### src/rtl/branch_verify_queue_pkg.sv
// ----------------------------------------------------------------------------
// branch_verify_queue_pkg
//   Shared types and constants for the branch verification queue.
//   - bvq_entry_t  : one in-flight prediction {addr, pred_taken, pred_addr}
//   - BVQ_FALLTHRU : distance from a branch PC to its not-taken successor,
//                    which skips the architectural delay slot.
// ----------------------------------------------------------------------------
package branch_verify_queue_pkg;

  typedef struct packed {
    logic [31:0] addr;
    logic        pred_taken;
    logic [31:0] pred_addr;
  } bvq_entry_t;

  localparam logic [31:0] BVQ_FALLTHRU = 32'd8;

endpackage : branch_verify_queue_pkg

### src/rtl/branch_verify_queue_if.sv
// ----------------------------------------------------------------------------
// branch_verify_queue_if
//   Bundles the fetch-side prediction inputs, the MEM-side resolution inputs
//   and the flush/redirect/statistics outputs of branch_verify_queue.
//   master : the pipeline side (drives fetch/resolve, observes results)
//   slave  : the queue itself
// ----------------------------------------------------------------------------
interface branch_verify_queue_if #(
  parameter int CNT_W = 32
) ();

  // Fetch side
  logic             Fetch_valid;
  logic             Fetch_is_branch;
  logic [31:0]      Fetch_addr;
  logic             Pred_taken;
  logic [31:0]      Pred_addr;
  // MEM side
  logic             Resolve_valid;
  logic [31:0]      Resolve_addr;
  logic             Resolve_taken;
  logic [31:0]      Resolve_target;
  // Results
  logic             Full;
  logic             Flush_out;
  logic [31:0]      Redirect_addr;
  logic [CNT_W-1:0] Branch_count;
  logic [CNT_W-1:0] Mispredict_count;

  modport master (
    output Fetch_valid, Fetch_is_branch, Fetch_addr, Pred_taken, Pred_addr,
    output Resolve_valid, Resolve_addr, Resolve_taken, Resolve_target,
    input  Full, Flush_out, Redirect_addr, Branch_count, Mispredict_count
  );

  modport slave (
    input  Fetch_valid, Fetch_is_branch, Fetch_addr, Pred_taken, Pred_addr,
    input  Resolve_valid, Resolve_addr, Resolve_taken, Resolve_target,
    output Full, Flush_out, Redirect_addr, Branch_count, Mispredict_count
  );

endinterface : branch_verify_queue_if

### src/rtl/branch_verify_queue_pred_fifo.sv
// ----------------------------------------------------------------------------
// pred_fifo
//   Circular buffer of in-flight predictions.
//   Ports:
//     CLK, RESET   clock, asynchronous active-low reset
//     push_i       write wr_entry_i at the tail (ignored when full)
//     pop_i        drop the head entry (ignored when empty)
//     clear_i      discard every entry; overrides push and pop
//     wr_entry_i   entry to write
//     head_o       oldest entry (meaningless while empty_o=1)
//     full_o       DEPTH entries held
//     empty_o      no entries held
// ----------------------------------------------------------------------------
module pred_fifo
  import branch_verify_queue_pkg::*;
#(
  parameter int DEPTH = 4
) (
  input  logic       CLK,
  input  logic       RESET,
  input  logic       push_i,
  input  logic       pop_i,
  input  logic       clear_i,
  input  bvq_entry_t wr_entry_i,
  output bvq_entry_t head_o,
  output logic       full_o,
  output logic       empty_o
);

  localparam int                PTR_W   = $clog2(DEPTH);
  localparam logic [PTR_W:0]    DEPTH_C = (PTR_W + 1)'(DEPTH);

  logic [PTR_W-1:0] wr_ptr_q, wr_ptr_d;
  logic [PTR_W-1:0] rd_ptr_q, rd_ptr_d;
  logic [PTR_W:0]   count_q,  count_d;
  bvq_entry_t       mem_q [DEPTH];

  logic do_push;
  logic do_pop;

  assign full_o  = (count_q == DEPTH_C);
  assign empty_o = (count_q == '0);
  assign head_o  = mem_q[rd_ptr_q];

  // A clear discards the whole queue, so neither the push nor the pop of
  // that cycle may touch the storage or pointers.
  assign do_push = push_i & ~full_o  & ~clear_i;
  assign do_pop  = pop_i  & ~empty_o & ~clear_i;

  always_comb begin
    wr_ptr_d = wr_ptr_q;
    rd_ptr_d = rd_ptr_q;
    count_d  = count_q;
    if (clear_i) begin
      wr_ptr_d = '0;
      rd_ptr_d = '0;
      count_d  = '0;
    end else begin
      // Power-of-two depth: pointers wrap by natural overflow.
      if (do_push) wr_ptr_d = wr_ptr_q + 1'b1;
      if (do_pop)  rd_ptr_d = rd_ptr_q + 1'b1;
      case ({do_push, do_pop})
        2'b10:   count_d = count_q + 1'b1;
        2'b01:   count_d = count_q - 1'b1;
        default: count_d = count_q;
      endcase
    end
  end

  always_ff @(posedge CLK or negedge RESET) begin
    if (!RESET) begin
      wr_ptr_q <= '0;
      rd_ptr_q <= '0;
      count_q  <= '0;
    end else begin
      wr_ptr_q <= wr_ptr_d;
      rd_ptr_q <= rd_ptr_d;
      count_q  <= count_d;
    end
  end

  // Entry storage carries no reset; validity is tracked by count_q alone.
  always_ff @(posedge CLK) begin
    if (do_push) mem_q[wr_ptr_q] <= wr_entry_i;
  end

endmodule : pred_fifo

### src/rtl/branch_verify_queue.sv
// ----------------------------------------------------------------------------
// branch_verify_queue
//   Records each predicted branch at fetch and checks it when MEM resolves
//   the branch. On a misprediction it pulses Flush_out for one cycle with the
//   correct next fetch PC on Redirect_addr, and discards all queued (now
//   wrong-path) predictions.
//   Ports:
//     CLK    clock
//     RESET  asynchronous, active-low reset
//     bus    branch_verify_queue_if.slave:
//            Fetch_valid/Fetch_is_branch/Fetch_addr/Pred_taken/Pred_addr in
//            Resolve_valid/Resolve_addr/Resolve_taken/Resolve_target      in
//            Full, Flush_out, Redirect_addr, Branch_count,
//            Mispredict_count                                            out
// ----------------------------------------------------------------------------
module branch_verify_queue
  import branch_verify_queue_pkg::*;
#(
  parameter int DEPTH = 4,
  parameter int CNT_W = 32
) (
  input  logic                 CLK,
  input  logic                 RESET,
  branch_verify_queue_if.slave bus
);

  function automatic logic [CNT_W-1:0] sat_inc(input logic [CNT_W-1:0] v);
    return (&v) ? v : v + 1'b1;
  endfunction

  bvq_entry_t wr_entry;
  bvq_entry_t head;
  logic       fifo_full;
  logic       fifo_empty;
  logic       fetch_push;

  logic        exp_taken;
  logic        tgt_mismatch;
  logic        mispredict;
  logic [31:0] redirect;

  logic             flush_q,       flush_d;
  logic [31:0]      redirect_q,    redirect_d;
  logic [CNT_W-1:0] branch_cnt_q,  branch_cnt_d;
  logic [CNT_W-1:0] mispred_cnt_q, mispred_cnt_d;

  assign fetch_push         = bus.Fetch_valid & bus.Fetch_is_branch;
  assign wr_entry.addr       = bus.Fetch_addr;
  assign wr_entry.pred_taken = bus.Pred_taken;
  assign wr_entry.pred_addr  = bus.Pred_addr;

  // Every resolve pops the head; a mispredict clears instead, which also
  // discards any push arriving in the same cycle.
  pred_fifo #(
    .DEPTH (DEPTH)
  ) u_fifo (
    .CLK        (CLK),
    .RESET      (RESET),
    .push_i     (fetch_push),
    .pop_i      (bus.Resolve_valid),
    .clear_i    (mispredict),
    .wr_entry_i (wr_entry),
    .head_o     (head),
    .full_o     (fifo_full),
    .empty_o    (fifo_empty)
  );

  // With no matching head entry the fetch stage fell through, i.e. it
  // effectively predicted not-taken. An address mismatch on its own is
  // therefore only a mispredict if the branch was actually taken.
  always_comb begin
    exp_taken = 1'b0;
    if (!fifo_empty && (head.addr == bus.Resolve_addr))
      exp_taken = head.pred_taken;
  end

  assign tgt_mismatch = bus.Resolve_taken & exp_taken
                      & (bus.Resolve_target != head.pred_addr);
  assign mispredict   = bus.Resolve_valid
                      & ((bus.Resolve_taken != exp_taken) | tgt_mismatch);

  // Not-taken successor wraps modulo 2^32.
  assign redirect = bus.Resolve_taken ? bus.Resolve_target
                                      : bus.Resolve_addr + BVQ_FALLTHRU;

  always_comb begin
    flush_d       = mispredict;
    redirect_d    = redirect_q;
    branch_cnt_d  = branch_cnt_q;
    mispred_cnt_d = mispred_cnt_q;
    if (mispredict) begin
      redirect_d    = redirect;
      mispred_cnt_d = sat_inc(mispred_cnt_q);
    end
    if (bus.Resolve_valid) branch_cnt_d = sat_inc(branch_cnt_q);
  end

  always_ff @(posedge CLK or negedge RESET) begin
    if (!RESET) begin
      flush_q       <= 1'b0;
      redirect_q    <= '0;
      branch_cnt_q  <= '0;
      mispred_cnt_q <= '0;
    end else begin
      flush_q       <= flush_d;
      redirect_q    <= redirect_d;
      branch_cnt_q  <= branch_cnt_d;
      mispred_cnt_q <= mispred_cnt_d;
    end
  end

  assign bus.Full             = fifo_full;
  assign bus.Flush_out        = flush_q;
  assign bus.Redirect_addr    = redirect_q;
  assign bus.Branch_count     = branch_cnt_q;
  assign bus.Mispredict_count = mispred_cnt_q;

endmodule : branch_verify_queue

### src/flat_wrapper.sv
// flat-port wrapper written by rule: the top's interface ports become plain ports
module branch_verify_queue_flat import branch_verify_queue_pkg::*;
#(
  parameter int DEPTH = 4,
  parameter int CNT_W = 32
)
  (CLK, RESET, bus_Fetch_valid, bus_Fetch_is_branch, bus_Fetch_addr, bus_Pred_taken, bus_Pred_addr, bus_Resolve_valid, bus_Resolve_addr, bus_Resolve_taken, bus_Resolve_target, bus_Full, bus_Flush_out, bus_Redirect_addr, bus_Branch_count, bus_Mispredict_count);
  branch_verify_queue_if #(.CNT_W(CNT_W)) bus_i ();
  input  logic CLK;
  input  logic RESET;
  input wire logic [$bits(bus_i.Fetch_valid)-1:0] bus_Fetch_valid;
  input wire logic [$bits(bus_i.Fetch_is_branch)-1:0] bus_Fetch_is_branch;
  input wire logic [$bits(bus_i.Fetch_addr)-1:0] bus_Fetch_addr;
  input wire logic [$bits(bus_i.Pred_taken)-1:0] bus_Pred_taken;
  input wire logic [$bits(bus_i.Pred_addr)-1:0] bus_Pred_addr;
  input wire logic [$bits(bus_i.Resolve_valid)-1:0] bus_Resolve_valid;
  input wire logic [$bits(bus_i.Resolve_addr)-1:0] bus_Resolve_addr;
  input wire logic [$bits(bus_i.Resolve_taken)-1:0] bus_Resolve_taken;
  input wire logic [$bits(bus_i.Resolve_target)-1:0] bus_Resolve_target;
  output wire logic [$bits(bus_i.Full)-1:0] bus_Full;
  output wire logic [$bits(bus_i.Flush_out)-1:0] bus_Flush_out;
  output wire logic [$bits(bus_i.Redirect_addr)-1:0] bus_Redirect_addr;
  output wire logic [$bits(bus_i.Branch_count)-1:0] bus_Branch_count;
  output wire logic [$bits(bus_i.Mispredict_count)-1:0] bus_Mispredict_count;
  assign bus_i.Fetch_valid = bus_Fetch_valid;
  assign bus_i.Fetch_is_branch = bus_Fetch_is_branch;
  assign bus_i.Fetch_addr = bus_Fetch_addr;
  assign bus_i.Pred_taken = bus_Pred_taken;
  assign bus_i.Pred_addr = bus_Pred_addr;
  assign bus_i.Resolve_valid = bus_Resolve_valid;
  assign bus_i.Resolve_addr = bus_Resolve_addr;
  assign bus_i.Resolve_taken = bus_Resolve_taken;
  assign bus_i.Resolve_target = bus_Resolve_target;
  assign bus_Full = bus_i.Full;
  assign bus_Flush_out = bus_i.Flush_out;
  assign bus_Redirect_addr = bus_i.Redirect_addr;
  assign bus_Branch_count = bus_i.Branch_count;
  assign bus_Mispredict_count = bus_i.Mispredict_count;
  branch_verify_queue #(.DEPTH(DEPTH), .CNT_W(CNT_W)) u_core (.CLK(CLK), .RESET(RESET), .bus(bus_i));
endmodule
### config.mk
export PLATFORM = sky130hd
export DESIGN_NAME = branch_verify_queue_flat
export DESIGN_NICKNAME = d
export VERILOG_FILES = /design/src/rtl/branch_verify_queue_pkg.sv /design/src/rtl/branch_verify_queue_if.sv /design/src/rtl/branch_verify_queue_pred_fifo.sv /design/src/rtl/branch_verify_queue.sv /design/src/flat_wrapper.sv
export SDC_FILE = /design/constraint.sdc
export NUM_CORES = 1
export LEC_CHECK = 0
export CAP_MARGIN = 15
export CORE_MARGIN = 5
export CORE_UTILIZATION = 57
export DETAILED_ROUTE_END_ITERATION = 10
export PLACE_DENSITY = 0.84
export SYNTH_ARGS = -nofsm -noshare
export SYNTH_HDL_FRONTEND = slang
export SYNTH_SLANG_ARGS = --single-unit
### constraint.sdc
create_clock -name CLK -period 9.5 [get_ports CLK]
set_input_delay 1.9 -clock CLK [delete_from_list [all_inputs] [get_ports CLK]]
set_output_delay 1.9 -clock CLK [all_outputs]
set_load 0.05 [all_outputs]
Yosys cells after proc, flatten, opt, wreduce, memory -nomap -nowiden. Memories as Yosys holds them, arrays and structs flattened. Cells that the tools add are included.

Add/subtract/negate cells: 7. Equality and inequality tests: 6. Mux-type cells: 10. Bitwise gates (word level): 14. Reductions and logical operators: 10.

Operators by type and width (number): $add 32x1->32 const B (2); $reduce_and 32->1 (2); $add 32x4->32 const B (1); $eq 32x32->1 (1); $mux 32 (1); $ne 32x32->1 (1); $and 1x1->1 (8); $mux 2 (4); $pmux 3 s2 (1); $not 1->1 (5); $add 2x1->2 const B (2); $reduce_and 2->1 (2); $reduce_bool 2->1 (2); $add 3x1->3 const B (1); $eq 3x3->1 const B (1); $logic_not 3->1 (1); $mux 1 (3); $mux 3 (1); $reduce_bool 3->1 (1); $sub 3x1->3 const B (1); $eq 2x1->1 const B (1); $eq 2x2->1 const B (1); $logic_and 1x1->1 (1); $logic_not 1->1 (1); 2 further kinds (2).

Flip-flop bits (word level): 104. Bits in writable memories: 260. Bits of input ports: 135. Output and inout bits: 98. Logic and storage cells: 55. Memories: 1.

Memories: u_core.u_fifo.mem_q (words 4, width 65, read ports 1, clocked after Yosys merged registers in 0, write ports 1, line branch_verify_queue_pred_fifo.sv:36) `bvq_entry_t mem_q [DEPTH];`.

Logic depth before layout (Yosys ltp).
Word-level depth: 13. Depth in mapped cells: 20. Mapped depth without buffers: 16.

Cells and area by module. Synthesis repeated with hierarchy kept, for this count alone.

Cells, all modules: 985. Area total of the unflattened synthesis: 15610.0 um^2.

By module, submodules not included: pred_fifo (instances 1, cells each 404, area an instance 9964.6 um^2, sequential area each 7982.7 um^2); branch_verify_queue (instances 1, cells each 581, area an instance 5645.4 um^2, sequential area each 2427.3 um^2).

Least setup slack after synthesis. Ideal clock, no wire load.

Path kind: input port to flip-flop. Start point: input port bus_Resolve_addr[12]. End point: memory u_core.u_fifo.mem_q[0][0] in the netlist's numbering, enable pin. Library setup time: 430 ps. Arrival: 5112 ps. Required time: 9070 ps. Setup slack: 3957 ps. Cell stages on the path: 10. Buffers on the path: 3. Path through: clkbuf_1 -> xor2_1 -> nor4_1 -> nand3_1 -> nor3_1 -> ha_1 -> o21ai_2 -> buf_4 -> buf_2 -> and3_1.

Cells in the longest elaborated chain, start to end: 11. Elaborated cells between the ends (all ways): 12. Those cells by class: eq/ne (2); mux (3); bitwise (6); reduce/logical (1).

RTL lines: from (decl) (line flat_wrapper.sv:17) `input wire logic [$bits(bus_i.Resolve_addr)-1:0] bus_Resolve_addr;`; $eq 32x32->1 (*) (line branch_verify_queue.sv:73) `if (!fifo_empty && (head.addr == bus.Resolve_addr))`; $logic_and 1x1->1 (*) (line branch_verify_queue.sv:73); $mux 1 (*) (line branch_verify_queue.sv:73); $and 1x1->1 (line branch_verify_queue.sv:77) `assign tgt_mismatch = bus.Resolve_taken & exp_taken`; $and 1x1->1 (line branch_verify_queue.sv:78) `& (bus.Resolve_target != head.pred_addr);`; $or 1x1->1 (*) (line branch_verify_queue.sv:80) `& ((bus.Resolve_taken != exp_taken) | tgt_mismatch);`; $and 1x1->1 (*) (line branch_verify_queue.sv:80); $not 1->1 (*) (line branch_verify_queue_pred_fifo.sv:47) `assign do_push = push_i & ~full_o & ~clear_i;`; $and 1x1->1 (*) (line branch_verify_queue_pred_fifo.sv:47); $mux 1 (*) (line branch_verify_queue_pred_fifo.sv:84) `if (do_push) mem_q[wr_ptr_q] <= wr_entry_i;`; $mux 1 (implied by the code) (*) (line branch_verify_queue_pred_fifo.sv:84); to (decl) (line branch_verify_queue_pred_fifo.sv:36).

Every way passes the cells marked *; elsewhere a longest branch is shown, timed or not.

Final worst setup path.
Start point: input port bus_Resolve_addr[19]. End point: register u_core.u_fifo.count_q[2].

Cells in the longest elaborated chain, start to end: 12. Elaborated cells between the ends (all ways): 16. Those cells by class: eq/ne (4); mux (3); bitwise (7); reduce/logical (2).

RTL lines: $eq 32x32->1 (*) (line branch_verify_queue.sv:73); $logic_and 1x1->1 (*) (line branch_verify_queue.sv:73); $mux 1 (*) (line branch_verify_queue.sv:73); $and 1x1->1 (line branch_verify_queue.sv:77); $and 1x1->1 (line branch_verify_queue.sv:78); $or 1x1->1 (*) (line branch_verify_queue.sv:80); $and 1x1->1 (*) (line branch_verify_queue.sv:80); $not 1->1 (line branch_verify_queue_pred_fifo.sv:47, branch_verify_queue_pred_fifo.sv:48); $and 1x1->1 (on tied branches) (line branch_verify_queue_pred_fifo.sv:48, branch_verify_queue_pred_fifo.sv:47); $eq 2x1->1 / $eq 2x2->1 (equally long branches) (line branch_verify_queue_pred_fifo.sv:62) `case ({do_push, do_pop})`; $pmux 3 s2 (line branch_verify_queue_pred_fifo.sv:62); $mux 3 (line branch_verify_queue_pred_fifo.sv:54) `if (clear_i) begin`; to (signal assigned) (line branch_verify_queue_pred_fifo.sv:78) `count_q <= count_d;`; to (decl) (line branch_verify_queue_pred_fifo.sv:35) `logic [PTR_W:0] count_q, count_d;`.

Marked as above. A chain may end at the register's enable or synchronous reset.

==> results.sh <==
export IMPL_fmax_mhz=163
export IMPL_area_delta_synth_final_pct=25.7
export IMPL_numClockSinks=364
export IMPL_power_leakage_nw=6.83
export IMPL_final_max_slew_violation_count=0
export IMPL_max_cap_viol_count=0
export IMPL_drtIter0Drc=1203
export IMPL_fp_row_count=60
export IMPL_layoutNonFillerInstCount=1601
export IMPL_setup_viol=0
export IMPL_layout_min_cycle_time_ns=6.13
export IMPL_n_antenna_cell=0
export IMPL_grt_pass1_vias=9839
export IMPL_peakVddDrop_uv=168
export IMPL_startpoint="bus_Resolve_addr[19]"
export IMPL_die_w_um=174
export IMPL_antenna_found_initial=2
export IMPL_synth_top_area_share_pct=50.7
export IMPL_post_cts_buffers=0
export IMPL_postRouteAntennaNets=0
export IMPL_synth_area_leaders="edfxtp_1 51%, dfrtp_1 17%, mux4_2 9.5%"
export IMPL_syn_num_nets=1132
export IMPL_endpoint_kind="flop"
export IMPL_cts_root_buf="clkbuf_16"
export IMPL_drt_wl_total_um=38100
export IMPL_fillers=1634
export IMPL_reg2reg_to="u_core.u_fifo.count_q[2]"
export IMPL_worstReg2RegStart="u_core.u_fifo.rd_ptr_q[1]"
export IMPL_grt_overflow=0
export IMPL_vias=9608
export IMPL_initial_core_util_pct=57.5
export IMPL_numCtsBuffers=38
export IMPL_startpoint_type="primary input"
export IMPL_hp_class="reg2reg"
export IMPL_coreArea_um2=26800
export IMPL_die_h_um=174
export IMPL_synth_largest_area_cell="edfxtp_1"
export IMPL_post_route_period_util_pct=64.5
export IMPL_final_net_count=1375
export IMPL_rrSetupSlack_ns=3.41
export IMPL_r2r_cells=17
export IMPL_layout_common_cells="260 x edfxtp_1, 230 x clkdlybuf4s50_1, 102 x dfrtp_1, 79 x xnor2_1, 78 x xor2_1"
export IMPL_remaining_drc_errors=0
export IMPL_relSlewSlack_pct=31.7
export IMPL_dp_cells=1530
export IMPL_cts_tree="yes"
export IMPL_async_reset_ff_share_pct=28.6
export IMPL_synth_main_ff_cell="edfxtp_1"
export IMPL_p_per_area_nw_per_um2=243
export IMPL_seq_area_um2=10400
export IMPL_multi_input_area_um2=4760
export IMPL_synth_edff_count=260
export IMPL_critical_path_class="in2reg"
export IMPL_path_clk_slew_ns=0.06
export IMPL_status="finished, final reports clean"
export IMPL_syn_area_per_cell_um2=15.6
export IMPL_gp_congestion=0.863
export IMPL_critical_path_arrival_ns=6.53
export IMPL_grt_pass1_wl_um=57800
export IMPL_post_cts_resize_count=0
export IMPL_netlist_instances=987
export IMPL_cts_buffer_depth=3
export IMPL_timing_setup_tns_ns=0
export IMPL_rsz0062_at_grt="false"
export IMPL_timing_hold_violations_final=0
export IMPL_synth_seq_area_share_pct=67.6
export IMPL_cts_htree_levels=2
export IMPL_setup_worst_path_end="u_core.u_fifo.count_q[2]"
export IMPL_postCtsHoldBufs=0
export IMPL_critPathMaxFanout=52
export IMPL_io_buffers=232
export IMPL_hpwlAfterDp_um=26600
export IMPL_synth_seq_cells=364
export IMPL_required_ns=9.90
export IMPL_worst_slew_pin_slew_ns=1.02
export IMPL_track_usage_pct=25.0
export IMPL_io_pins=233
export IMPL_finClkSkew_ns=0.0232
export IMPL_clkLatencyLatePin_ns=0.54
export IMPL_netlist_area_um2=15400
export IMPL_dr_pass1_iters=5
export IMPL_die_area_um2=30400
export IMPL_yosysWarnings=0
export IMPL_drive_gt1_share_pct=12.2
export IMPL_wl_per_cell_um=23.8
export IMPL_synth_distinct_cells=38
export IMPL_grt_max_degree=73
export IMPL_layout_commonest_cell="edfxtp_1"
export IMPL_viasPerCell=6.00
cells in the mapped netlist (14+ instances only):
cell and instances:
and3_1 15, edfxtp_1 260, clkbuf_1 15, a21oi_1 24, dfrtp_1 104, nand3_1 33
nand2_1 69, nor2_1 49, nor4_1 25, mux4_2 65, nor3_1 14, o21ai_0 33
xnor2_1 79, nand4_1 32, xor2_1 78
layer usage:
layer | part of all wire (%) | up-vias | track usage (%) | routed length [um]
met5 | 0.050 | - | 0 | 19
met4 | 5.2 | 4 | 12.3 | 2000
met3 | 8.5 | 101 | 5.09 | 3240
met2 | 47 | 529 | 39.2 | 17900
met1 | 39 | 4766 | 33.9 | 14900
li1 | - | 4208 | - | -
flip-flops by register name (all words and copies together) (netlist names):
signal and cells:
u_core.u_fifo.mem_q 260, u_core.u_fifo.rd_ptr_q 2, u_core.u_fifo.wr_ptr_q 2, u_core.bus.Branch_count 32
u_core.bus.Mispredict_count 32, u_core.u_fifo.count_q 3, u_core.bus.Redirect_addr 32, u_core.bus.Flush_out 1
cell type report:
cell class	count	area share [%]
Multi-Input combinational cell	569	24.6
Clock buffer	44	5.14
Tap cell	341	2.20
Clock inverter	26	1.61
Inverter	14	0.271
Sequential cell	364	53.8
Timing Repair Buffer	243	12.4
critical path, cell delays in order:
cell and delay (ns):
clkdlybuf4s50_1 0.53, xor2_1 0.21, nor4_1 0.47, nand3_1 0.14, nor3_1 0.25, ha_1 0.32
o21ai_4 0.82, buf_4 0.60, and2_1 0.20, inv_1 0.04, ha_1 0.21, fa_1 0.39
xnor2_1 0.13, nor2_1 0.12, xnor2_1 0.13, nor2_1 0.07
worst min path at each step:
stage                                         endpoint  cells after the start                         start  slack [ns]
after floorplan               u_core.u_fifo.count_q[2]                      2      u_core.u_fifo.count_q[2]        0.52
after global placement     u_core.bus.Redirect_addr[5]                      2   u_core.bus.Redirect_addr[5]        0.46
after detailed placement   u_core.bus.Redirect_addr[5]                      2   u_core.bus.Redirect_addr[5]        0.47
after CTS                  u_core.bus.Redirect_addr[5]                      2   u_core.bus.Redirect_addr[5]        0.48
after global routing      u_core.bus.Redirect_addr[29]                      1  u_core.bus.Redirect_addr[29]        0.51
final                      u_core.bus.Redirect_addr[5]                      2   u_core.bus.Redirect_addr[5]        0.48
through the flow:
| step | hold WS, ns | setup WS (ns) | area (um2) | util [%] | power, mW |
|---|---|---|---|---|---|
| after floorplan | 0.515 | 3.96 | 15400 | - | 2.80 |
| after global placement | 0.461 | 3.09 | 18000 | 67.3 | 3.16 |
| after detailed placement | 0.469 | 2.98 | 18000 | 67.3 | 3.19 |
| after CTS | 0.482 | 3.39 | 19400 | 72.2 | 4.73 |
| after global routing | 0.506 | 2.99 | 19400 | 72.2 | 4.88 |
| final | 0.477 | 3.37 | 19400 | 72.2 | 4.70 |
power breakdown:
group	internal, mW	switching [mW]
clock	0.922	0.614
sequential	1.86	0.153
combinational	0.520	0.626
total	3.31	1.39
logic make-up (layout without fill, tap and decap cells):
family / count (synthesis) / count (layout) / synth area share [%]
AND/OR/NAND/NOR: 261 / 261 / 8.46
buffers and inverters: 54 / 327 / 1.59
AO/OA/AOI/OAI: 62 / 62 / 2.13
multiplexers: 79 / 79 / 10.5
flip-flops: 364 / 364 / 67.6
adder cells (fa/ha/maj): 10 / 10 / 0.861
XOR/XNOR: 157 / 157 / 8.92
(Power assumes the default switching activity.)
